--- src/rtl/fp_fma_round_pipe_if.sv ---
// Format package and the request/response bundle between fp_fma and its rounding pipe.
// The issuing side uses the master modport; the rounding pipe uses the slave modport.
package fp_pkg;
  typedef enum logic [1:0] {FP32, FP64, FP16, BF16} fp_format_e;
  typedef enum logic [2:0] {RNE = 3'd0, RTZ = 3'd1, RDN = 3'd2, RUP = 3'd3, RMM = 3'd4} roundmode_e;

  function automatic int exp_bits(fp_format_e f);
    case (f)
      FP64:    return 11;
      FP16:    return 5;
      default: return 8;
    endcase
  endfunction

  function automatic int man_bits(fp_format_e f);
    case (f)
      FP64:    return 52;
      FP16:    return 10;
      BF16:    return 7;
      default: return 23;
    endcase
  endfunction
endpackage

interface fp_fma_round_pipe_if #(
  parameter fp_pkg::fp_format_e FP_FORMAT = fp_pkg::FP32,
  parameter int TAG_WIDTH = 4
);
  localparam int EXP_WIDTH  = fp_pkg::exp_bits(FP_FORMAT);
  localparam int MANT_WIDTH = fp_pkg::man_bits(FP_FORMAT);
  localparam int FP_WIDTH   = 1 + EXP_WIDTH + MANT_WIDTH;

  typedef struct packed {
    logic                  sign;
    logic [EXP_WIDTH-1:0]  exp;
    logic [MANT_WIDTH-1:0] mant;
  } fp_t;

  typedef struct packed {
    fp_t        u_result;
    logic [1:0] rs;
    logic       round_en;
    logic       invalid;
    logic [1:0] exp_cout;
  } uround_res_t;

  logic                   valid_i;
  logic                   ready_o;
  uround_res_t            urnd_i;
  logic                   round_only_i;
  logic                   mul_ovf_i;
  logic                   mul_uf_i;
  logic                   mul_uround_out_i;
  fp_pkg::roundmode_e     rnd_i;
  logic [TAG_WIDTH-1:0]   tag_i;
  logic                   valid_o;
  logic                   ready_i;
  logic [FP_WIDTH-1:0]    result_o;
  logic [4:0]             fflags_o;
  logic [TAG_WIDTH-1:0]   tag_o;

  modport master (
    output valid_i, urnd_i, round_only_i, mul_ovf_i, mul_uf_i, mul_uround_out_i, rnd_i, tag_i, ready_i,
    input  ready_o, valid_o, result_o, fflags_o, tag_o
  );

  modport slave (
    input  valid_i, urnd_i, round_only_i, mul_ovf_i, mul_uf_i, mul_uround_out_i, rnd_i, tag_i, ready_i,
    output ready_o, valid_o, result_o, fflags_o, tag_o
  );
endinterface

--- src/rtl/fp_fma_round_pipe.sv ---
// Two-stage rounding/flag pipe behind fp_fma: stage 1 decides the increment, stage 2 handles
// overflow/underflow and holds the output. Latency 2, one bundle per cycle, full back-pressure.
module fp_fma_round_pipe #(
  parameter fp_pkg::fp_format_e FP_FORMAT = fp_pkg::FP32,
  parameter int TAG_WIDTH = 4
) (
  input  logic                     clk_i,
  input  logic                     reset_i,
  input  logic                     flush_i,
  fp_fma_round_pipe_if.slave       io
);
  import fp_pkg::*;

  localparam int EW = exp_bits(FP_FORMAT);
  localparam int MW = man_bits(FP_FORMAT);
  localparam int FW = 1 + EW + MW;

  typedef struct packed {
    logic          sign;
    logic [EW-1:0] exp;
    logic [MW-1:0] mant;
  } fp_t;

  typedef struct packed {
    fp_t        u_result;
    logic [1:0] rs;
    logic       round_en;
    logic       invalid;
    logic [1:0] exp_cout;
  } uround_res_t;

  uround_res_t urnd;
  assign urnd = io.urnd_i;

  logic inc_raw, inc, inexact;

  always_comb begin
    inc_raw = 1'b0;
    case (io.rnd_i)
      RNE:     inc_raw = urnd.rs[1] & (urnd.rs[0] | urnd.u_result.mant[0]);
      RTZ:     inc_raw = 1'b0;
      RDN:     inc_raw = (|urnd.rs) & urnd.u_result.sign;
      RUP:     inc_raw = (|urnd.rs) & ~urnd.u_result.sign;
      RMM:     inc_raw = urnd.rs[1];
      default: inc_raw = 1'b0;
    endcase
    inc     = inc_raw & urnd.round_en;
    inexact = (|urnd.rs) & urnd.round_en;
  end

  logic                 s1_valid, s2_valid, accept, adv2;
  logic                 s1_sign, s1_exp_zero, s1_inc, s1_inexact, s1_round_en, s1_invalid;
  logic [EW+MW-1:0]     s1_sum;
  logic [1:0]           s1_exp_cout;
  logic                 s1_round_only, s1_mul_ovf, s1_mul_uf, s1_mul_uround;
  roundmode_e           s1_rnd;
  logic [TAG_WIDTH-1:0] s1_tag;

  // Stage 1 can take a new bundle whenever its current one is moving on (or it is empty).
  assign adv2       = ~s2_valid | io.ready_i;
  assign io.ready_o = ~s1_valid | adv2;
  assign accept     = io.valid_i & io.ready_o & ~flush_i;

  always_ff @(posedge clk_i) begin
    if (reset_i || flush_i) s1_valid <= 1'b0;
    else if (io.ready_o)    s1_valid <= accept;
  end

  // Mantissa carry ripples into the exponent through the single wide add.
  always_ff @(posedge clk_i) begin
    if (accept) begin
      s1_sign       <= urnd.u_result.sign;
      s1_sum        <= {urnd.u_result.exp, urnd.u_result.mant} + {{(EW+MW-1){1'b0}}, inc};
      s1_exp_zero   <= (urnd.u_result.exp == '0);
      s1_inc        <= inc;
      s1_inexact    <= inexact;
      s1_round_en   <= urnd.round_en;
      s1_invalid    <= urnd.invalid;
      s1_exp_cout   <= urnd.exp_cout;
      s1_round_only <= io.round_only_i;
      s1_mul_ovf    <= io.mul_ovf_i;
      s1_mul_uf     <= io.mul_uf_i;
      s1_mul_uround <= io.mul_uround_out_i;
      s1_rnd        <= io.rnd_i;
      s1_tag        <= io.tag_i;
    end
  end

  logic          ovf, byp_ovf, to_inf, tiny, of, uf, nx;
  logic [FW-1:0] res_d;

  always_comb begin
    ovf     = s1_round_en & (s1_mul_ovf | (s1_exp_cout == 2'b01) | (&s1_sum[EW+MW-1:MW]));
    byp_ovf = ~s1_round_en & s1_mul_ovf;
    to_inf  = 1'b0;
    case (s1_rnd)
      RNE, RMM: to_inf = 1'b1;
      RUP:      to_inf = ~s1_sign;
      RDN:      to_inf = s1_sign;
      default:  to_inf = 1'b0;
    endcase
    res_d = {s1_sign, s1_sum};
    of    = 1'b0;
    nx    = s1_inexact;
    if (ovf || byp_ovf) begin
      of = 1'b1;
      nx = 1'b1;
      if (to_inf || byp_ovf) res_d = {s1_sign, {EW{1'b1}}, {MW{1'b0}}};
      else                   res_d = {s1_sign, {(EW-1){1'b1}}, 1'b0, {MW{1'b1}}};
    end
    tiny = s1_exp_zero & (~s1_inc | s1_mul_uround);
    uf   = s1_inexact & (tiny | (s1_mul_uf & s1_round_only & s1_inexact));
  end

  always_ff @(posedge clk_i) begin
    if (reset_i) begin
      s2_valid    <= 1'b0;
      io.result_o <= '0;
      io.fflags_o <= '0;
      io.tag_o    <= '0;
    end else begin
      if (flush_i)   s2_valid <= 1'b0;
      else if (adv2) s2_valid <= s1_valid;
      if (adv2 && s1_valid && !flush_i) begin
        io.result_o <= res_d;
        io.fflags_o <= {s1_invalid, 1'b0, of, uf, nx};
        io.tag_o    <= s1_tag;
      end
    end
  end

  assign io.valid_o = s2_valid;
endmodule

--- src/flat_wrapper.sv ---
// flat-port wrapper written by rule: the top's interface ports become plain ports
module fp_fma_round_pipe_flat import fp_pkg::*;
#(
  parameter fp_pkg::fp_format_e FP_FORMAT = fp_pkg::FP32,
  parameter int TAG_WIDTH = 4
)
  (clk_i, reset_i, flush_i, io_valid_i, io_urnd_i, io_round_only_i, io_mul_ovf_i, io_mul_uf_i, io_mul_uround_out_i, io_rnd_i, io_tag_i, io_ready_i, io_ready_o, io_valid_o, io_result_o, io_fflags_o, io_tag_o);
  fp_fma_round_pipe_if #(.FP_FORMAT(FP_FORMAT), .TAG_WIDTH(TAG_WIDTH)) io_i ();
  input  logic clk_i;
  input  logic reset_i;
  input  logic flush_i;
  input wire logic [$bits(io_i.valid_i)-1:0] io_valid_i;
  input wire logic [$bits(io_i.urnd_i)-1:0] io_urnd_i;
  input wire logic [$bits(io_i.round_only_i)-1:0] io_round_only_i;
  input wire logic [$bits(io_i.mul_ovf_i)-1:0] io_mul_ovf_i;
  input wire logic [$bits(io_i.mul_uf_i)-1:0] io_mul_uf_i;
  input wire logic [$bits(io_i.mul_uround_out_i)-1:0] io_mul_uround_out_i;
  input wire logic [$bits(io_i.rnd_i)-1:0] io_rnd_i;
  input wire logic [$bits(io_i.tag_i)-1:0] io_tag_i;
  input wire logic [$bits(io_i.ready_i)-1:0] io_ready_i;
  output wire logic [$bits(io_i.ready_o)-1:0] io_ready_o;
  output wire logic [$bits(io_i.valid_o)-1:0] io_valid_o;
  output wire logic [$bits(io_i.result_o)-1:0] io_result_o;
  output wire logic [$bits(io_i.fflags_o)-1:0] io_fflags_o;
  output wire logic [$bits(io_i.tag_o)-1:0] io_tag_o;
  assign io_i.valid_i = io_valid_i;
  assign io_i.urnd_i = io_urnd_i;
  assign io_i.round_only_i = io_round_only_i;
  assign io_i.mul_ovf_i = io_mul_ovf_i;
  assign io_i.mul_uf_i = io_mul_uf_i;
  assign io_i.mul_uround_out_i = io_mul_uround_out_i;
  assign io_i.rnd_i = io_rnd_i;
  assign io_i.tag_i = io_tag_i;
  assign io_i.ready_i = io_ready_i;
  assign io_ready_o = io_i.ready_o;
  assign io_valid_o = io_i.valid_o;
  assign io_result_o = io_i.result_o;
  assign io_fflags_o = io_i.fflags_o;
  assign io_tag_o = io_i.tag_o;
  fp_fma_round_pipe #(.FP_FORMAT(FP_FORMAT), .TAG_WIDTH(TAG_WIDTH)) u_core (.clk_i(clk_i), .reset_i(reset_i), .flush_i(flush_i), .io(io_i));
endmodule
--- config.mk ---
export PLATFORM = sky130hd
export DESIGN_NAME = fp_fma_round_pipe_flat
export DESIGN_NICKNAME = d
export VERILOG_FILES = /design/src/rtl/fp_fma_round_pipe_if.sv /design/src/rtl/fp_fma_round_pipe.sv /design/src/flat_wrapper.sv
export SDC_FILE = /design/constraint.sdc
export NUM_CORES = 1
export LEC_CHECK = 0
export ABC_AREA = 1
export BUFFER_PORTS_ARGS = -buffer_cell sky130_fd_sc_hd__buf_2
export CAP_MARGIN = 20
export CORE_MARGIN = 2
export CORE_UTILIZATION = 54
export CTS_CLUSTER_DIAMETER = 40
export DETAILED_ROUTE_END_ITERATION = 16
export PLACE_DENSITY_LB_ADDON = 0.15
export SYNTH_ARGS = -nofsm -noshare
export SYNTH_HDL_FRONTEND = slang
export SYNTH_SLANG_ARGS = --single-unit
--- constraint.sdc ---
create_clock -name clk_i -period 3.25 [get_ports clk_i]
set_input_delay 0.8125 -clock clk_i [delete_from_list [all_inputs] [get_ports clk_i]]
set_output_delay 0.8125 -clock clk_i [all_outputs]
set_load 0.03 [all_outputs]
# [After elaboration in Yosys (flattened, before gate mapping)]
# Index checks and enable logic that the tools add are counted.
[classes] n_addsub=1 n_eq_ne=7 mux=6 n_bitwise=27 n_reduce_logical=13
[op_table] operator="$add 31x1->31" n=1
[op_table] operator="$mux 31" n=1
[op_table] operator="$mux 24" n=1
[op_table] operator="$and 1x1->1" n=13
[op_table] operator="$eq 3x2->1 const B" n=4
[op_table] operator="$logic_not 8->1" n=1
[op_table] operator="$reduce_and 8->1" n=1
[op_table] operator="$not 1->1" n=7
[op_table] operator="$or 1x1->1" n=7
[op_table] operator="$eq 3x3->1 const B" n=2
[op_table] operator="$logic_not 3->1" n=2
[op_table] operator="$reduce_or 2->1" n=3
[op_table] operator="$pmux 1 s4" n=1
[op_table] operator="$logic_or 1x1->1" n=3
[op_table] operator="$pmux 1 s3" n=1
[op_table] operator="$eq 2x1->1 const B" n=1
[op_table] operator="$logic_and 1x1->1" n=2
[op_table] operator="$mux 1" n=2
[op_table] operator="$logic_not 1->1" n=1
[totals] regBits=92 input_bits=54 out_inout_bits=43 elab_cells=73

# [Depth between registers and ports, before layout]
[depth] word_depth=6 depth_mapped=11 depth_no_buf=11

# [Worst setup path before layout]
# OpenSTA, ideal clock, no wires.
[synth_path] path_kind="in2reg" startpoint="input io_ready_i" endpoint="register u_core.s1_exp_cout[0], enable pin" setup_ps=404 arrival_time_ps=2281 t_required_ps=2846 slack_ps=565 cell_stages=4 n_path_buf=0 cell_sequence="nor2_1 nand2_1 nand3_1 inv_1"
[synth_via] elab_chain_len=4
[synth_lines] element="from (decl)" line="flat_wrapper.sv:20" rtl="input wire logic [$bits(io_i.ready_i)-1:0] io_ready_i;"
[synth_lines] element="$or 1x1->1" line="fp_fma_round_pipe.sv:60" rtl="assign adv2 = ~s2_valid | io.ready_i;"
[synth_lines] element="$or 1x1->1" line="fp_fma_round_pipe.sv:61" rtl="assign io.ready_o = ~s1_valid | adv2;"
[synth_lines] element="via io_ready_o" line="flat_wrapper.sv:21" rtl="output wire logic [$bits(io_i.ready_o)-1:0] io_ready_o;"
[synth_lines] element="$and 1x1->1 (2 in series)" line="fp_fma_round_pipe.sv:62" rtl="assign accept = io.valid_i & io.ready_o & ~flush_i;"
[synth_lines] element="via u_core.accept" line="fp_fma_round_pipe.sv:51" rtl="logic s1_valid, s2_valid, accept, adv2;"
[synth_lines] element="to (signal assigned)" line="fp_fma_round_pipe.sv:79" rtl="s1_exp_cout <= urnd.exp_cout;"
[synth_lines] element="to (decl)" line="fp_fma_round_pipe.sv:54" rtl="logic [1:0] s1_exp_cout;"
# The timed path passes the listed nets, and every way through them passes these cells.
# A chain may end at the register's enable or synchronous reset.

# [Final worst setup path]
[layout_path] startpoint="input io_rnd_i[0]" endpoint="register u_core.s1_sum[30] (data pin)"
[layout_via] elab_chain_len=4 elab_cells_between_ends=7 cone_classes="add/sub (1); eq/ne (3); mux (1); bitwise (1); reduce/logical (1)"
[layout_lines] element="from (decl)" line="flat_wrapper.sv:18" rtl="input wire logic [$bits(io_i.rnd_i)-1:0] io_rnd_i;"
[layout_lines] element="$eq 3x3->1 (tied with other cells)" line="fp_fma_round_pipe.sv:39" rtl="case (io.rnd_i)"
[layout_lines] element="$pmux 1 s4 *" line="fp_fma_round_pipe.sv:39"
[layout_lines] element="$and 1x1->1 *" line="fp_fma_round_pipe.sv:47" rtl="inc = inc_raw & urnd.round_en;"
[layout_lines] element="via u_core.inc" line="fp_fma_round_pipe.sv:35" rtl="logic inc_raw, inc, inexact;"
[layout_lines] element="$add 31x1->31 *" line="fp_fma_round_pipe.sv:73" rtl="s1_sum <= {urnd.u_result.exp, urnd.u_result.mant} + {{(EW+MW-1){1'b0}}, inc};"
[layout_lines] element="to (signal assigned)" line="fp_fma_round_pipe.sv:73"
[layout_lines] element="to (decl)" line="fp_fma_round_pipe.sv:53" rtl="logic [EW+MW-1:0] s1_sum;"
# Mark *: on every way through the listed nets, which the timed path passes. The rest lies on a longest branch.

==> run metrics <==
status complete, no violations; clk_skew about 19 ps; first-pass GRT wire length 15680 um; # Post-CTS Setup Buffers 0; syn nets 534; Least-Margin Pin Slew 748.6 ps; most common cell in the netlist nand2_1; Hold Vio Cnt, Final 0; Final HPWL DP 7548 um; Max-cap violations 0; TritonRoute pass-1 iters 4; min Tclk post-route 2632 ps; Max VDD drop 0.2799 mV; #FFs+latches synth 92; Remaining Overflow, GRT 0; Longest Clk Path Bufs 2; final period utilization 80.99%; top cells by area, synth edfxtp_1 35%, dfxtp_1 20%, nand2_1 7.8%; CTS sink count 92; CORE AREA 0.007687 mm2; EDFF count, synth 50; PD cells 441.1 mW/mm2; largest net degree at the start of global routing 56; CTS H-Tree Depth 3; critical path endpoint category register; clock latency on the worst-skew pair 360 ps; num rows 32; post-synth top area share 35.09%; TritonCTS clock tree done; Post-CTS Resized 0; share of cells above drive strength 1 27.04%; Critical Path Source Type primary input; min-delay worst type register to register; critical path class primary input to register; total chip power 0.002206 W; Initial Util around 56%; initial antenna violation count 0; die area 0.008653 mm2; Most used DFF post-synth edfxtp_1; largest area contributor in the netlist edfxtp_1; Avg WL per Cell 14.46 um; # DRC 0; Root Driver clkbuf_8; fin. max-slew vios 0; ant diodes 0; Final setup viols 0; Critical Path RT between 3000 and 4000 ps; Lkg Pwr 2.230 nW; Max-slew headroom 49.97%; via count 3447; Post-synth top cells 89 x nand2_1, 56 x nor2_1, 50 x edfxtp_1, 46 x inv_1, 42 x dfxtp_1; Setup TNS 0 ps; Cells after Synth 478; mapped cell area 0.004279 mm2; synth unique cells 34; fillers 682; vias in the first global route around 3300; area grow syn2layout 16.84%; Total Wirelength 9816 um; warnings from Yosys 0; WP data arrival 2750 ps; Critical Path Fanout Max 4; sequential share of the synthesized area ~55%; RSZ-0062 raised after global routing false; GRT Overall Usage a little under a quarter; Async S/R FF share, synth 0%; via/cell ratio 5.077; antenna-violating nets left 0; cts-stage hold buffer count 0; routability congestion estimate 0.9466; initial detailed-routing violation count 187; Die H 93.02 um; Die X 93.02 um; IO Count slightly below 100; Synth Area per Inst 8.952 um2; Worst-path clk slew around 100 ps; final net count 628; Fmax 379.9 MHz; PortBufs 95; total CTS buffers 9
logic make-up after synthesis:
group / after synthesis / share of synthesized area, %
AO/OA/AOI/OAI: 50 / 6.141
XOR/XNOR: 28 / 5.731
adder cells (fa/ha/maj): 2 / 0.5847
buffers and inverters: 66 / 6.491
flip-flops: 92 / 54.74
other: 1 / 0.08764
AND/OR/NAND/NOR: 239 / 26.23
state kept, by name, summed over array words and instances, names as in the netlist, 2 cells and up:
signal / cells
u_core.s1_exp_cout: 2
u_core.s1_sum: 31
u_core.s1_tag: 4
u_core.io.tag_o: 4
u_core.io.fflags_o: 4
u_core.io.result_o: 32
u_core.s1_rnd: 3
where the power goes:
group / switching [W] / leakage (nW) / internal, W
registers: 0.0000158 / 0.812 / 0.00127
logic: 0.000148 / 1.33 / 0.0000746
clock network: 0.000406 / 0.0904 / 0.000292
total: 0.000570 / 2.23 / 0.00164
area by class of cell:
cell class,instances,area [um2],area share (%)
tap,102,127.6,2.553
clock inverter,5,46.29,0.9259
timing repair buffer,99,505.5,10.11
sequential,92,2342,46.85
clock buffer,11,131.4,2.628
inverter,50,187.7,3.754
multi-input combinational,320,1659,33.18
routing by layer:
metal,vias up,GRT usage (%),part of all wire (%)
met4,0,7.966,1.6
met3,16,4.593,5.1
met1,1593,32.57,46
met5,-,0,0
li1,1745,-,-
met2,93,37.74,47
per-stage QoR:
| step | instances | area [um2] | utilization [%] | hold WS, ps | worst slack (ps) |
|---|---|---|---|---|---|
| after CTS | 679 | 5000 | 65.04 | 472.0 | 611.9 |
| after detailed placement | 663 | 4822 | 62.73 | 456.9 | 246.0 |
| after global placement | 663 | 4822 | 62.73 | 452.1 | 353.8 |
| after floorplan | 478 | 4279 | - | 447.5 | 564.7 |
| after global routing | 679 | 5000 | 65.04 | 504.0 | 390.4 |
| final | 679 | 5000 | 65.04 | 467.3 | 617.8 |
cells in the final DEF, fill, tap and decap left out, types with 2 or more instances in the layout:
| cell | n |
|---|---|
| nand3_1 | 36 |
| nand4_1 | 2 |
| inv_2 | 5 |
| o21ai_1 | 8 |
| nand2_2 | 2 |
| nor3_2 | 5 |
| edfxtp_1 | 50 |
| xor2_1 | 27 |
| nor2_1 | 56 |
| nor2_4 | 2 |
| buf_4 | 4 |
| nor3_1 | 17 |
| clkinv_4 | 2 |
| nand3_2 | 2 |
| nand2_1 | 89 |
| inv_6 | 2 |
| buf_2 | 95 |
| ha_1 | 2 |
| inv_1 | 45 |
| clkbuf_1 | 2 |
| dfxtp_1 | 42 |
| nor3_4 | 2 |
| or2_2 | 24 |
| clkbuf_8 | 9 |
| a21oi_1 | 31 |
| o21ai_0 | 7 |
final timing paths:
kind                         startpoint               endpoint  slack [ps]  depth (start not counted)
hold / removal    u_core.io.fflags_o[1]  u_core.io.fflags_o[1]         470                          2
setup / recovery            io_rnd_i[0]      u_core.s1_sum[30]         620                         12
setup reg to reg        u_core.s1_valid  u_core.io.result_o[3]        1270                          5
hold reg to reg   u_core.io.fflags_o[1]  u_core.io.fflags_o[1]         470                          2
worst max-delay path: stages:
cell and delay (ps):
buf_2 120, xor2_1 150, o2111ai_1 120, a21oi_1 260, ha_1 260, ha_1 230
nand3_2 150, nor2_4 130, nand2_2 90, nor2_1 180, nand2_1 90, xor2_1 140
Power figures use the tool's default switching activity.
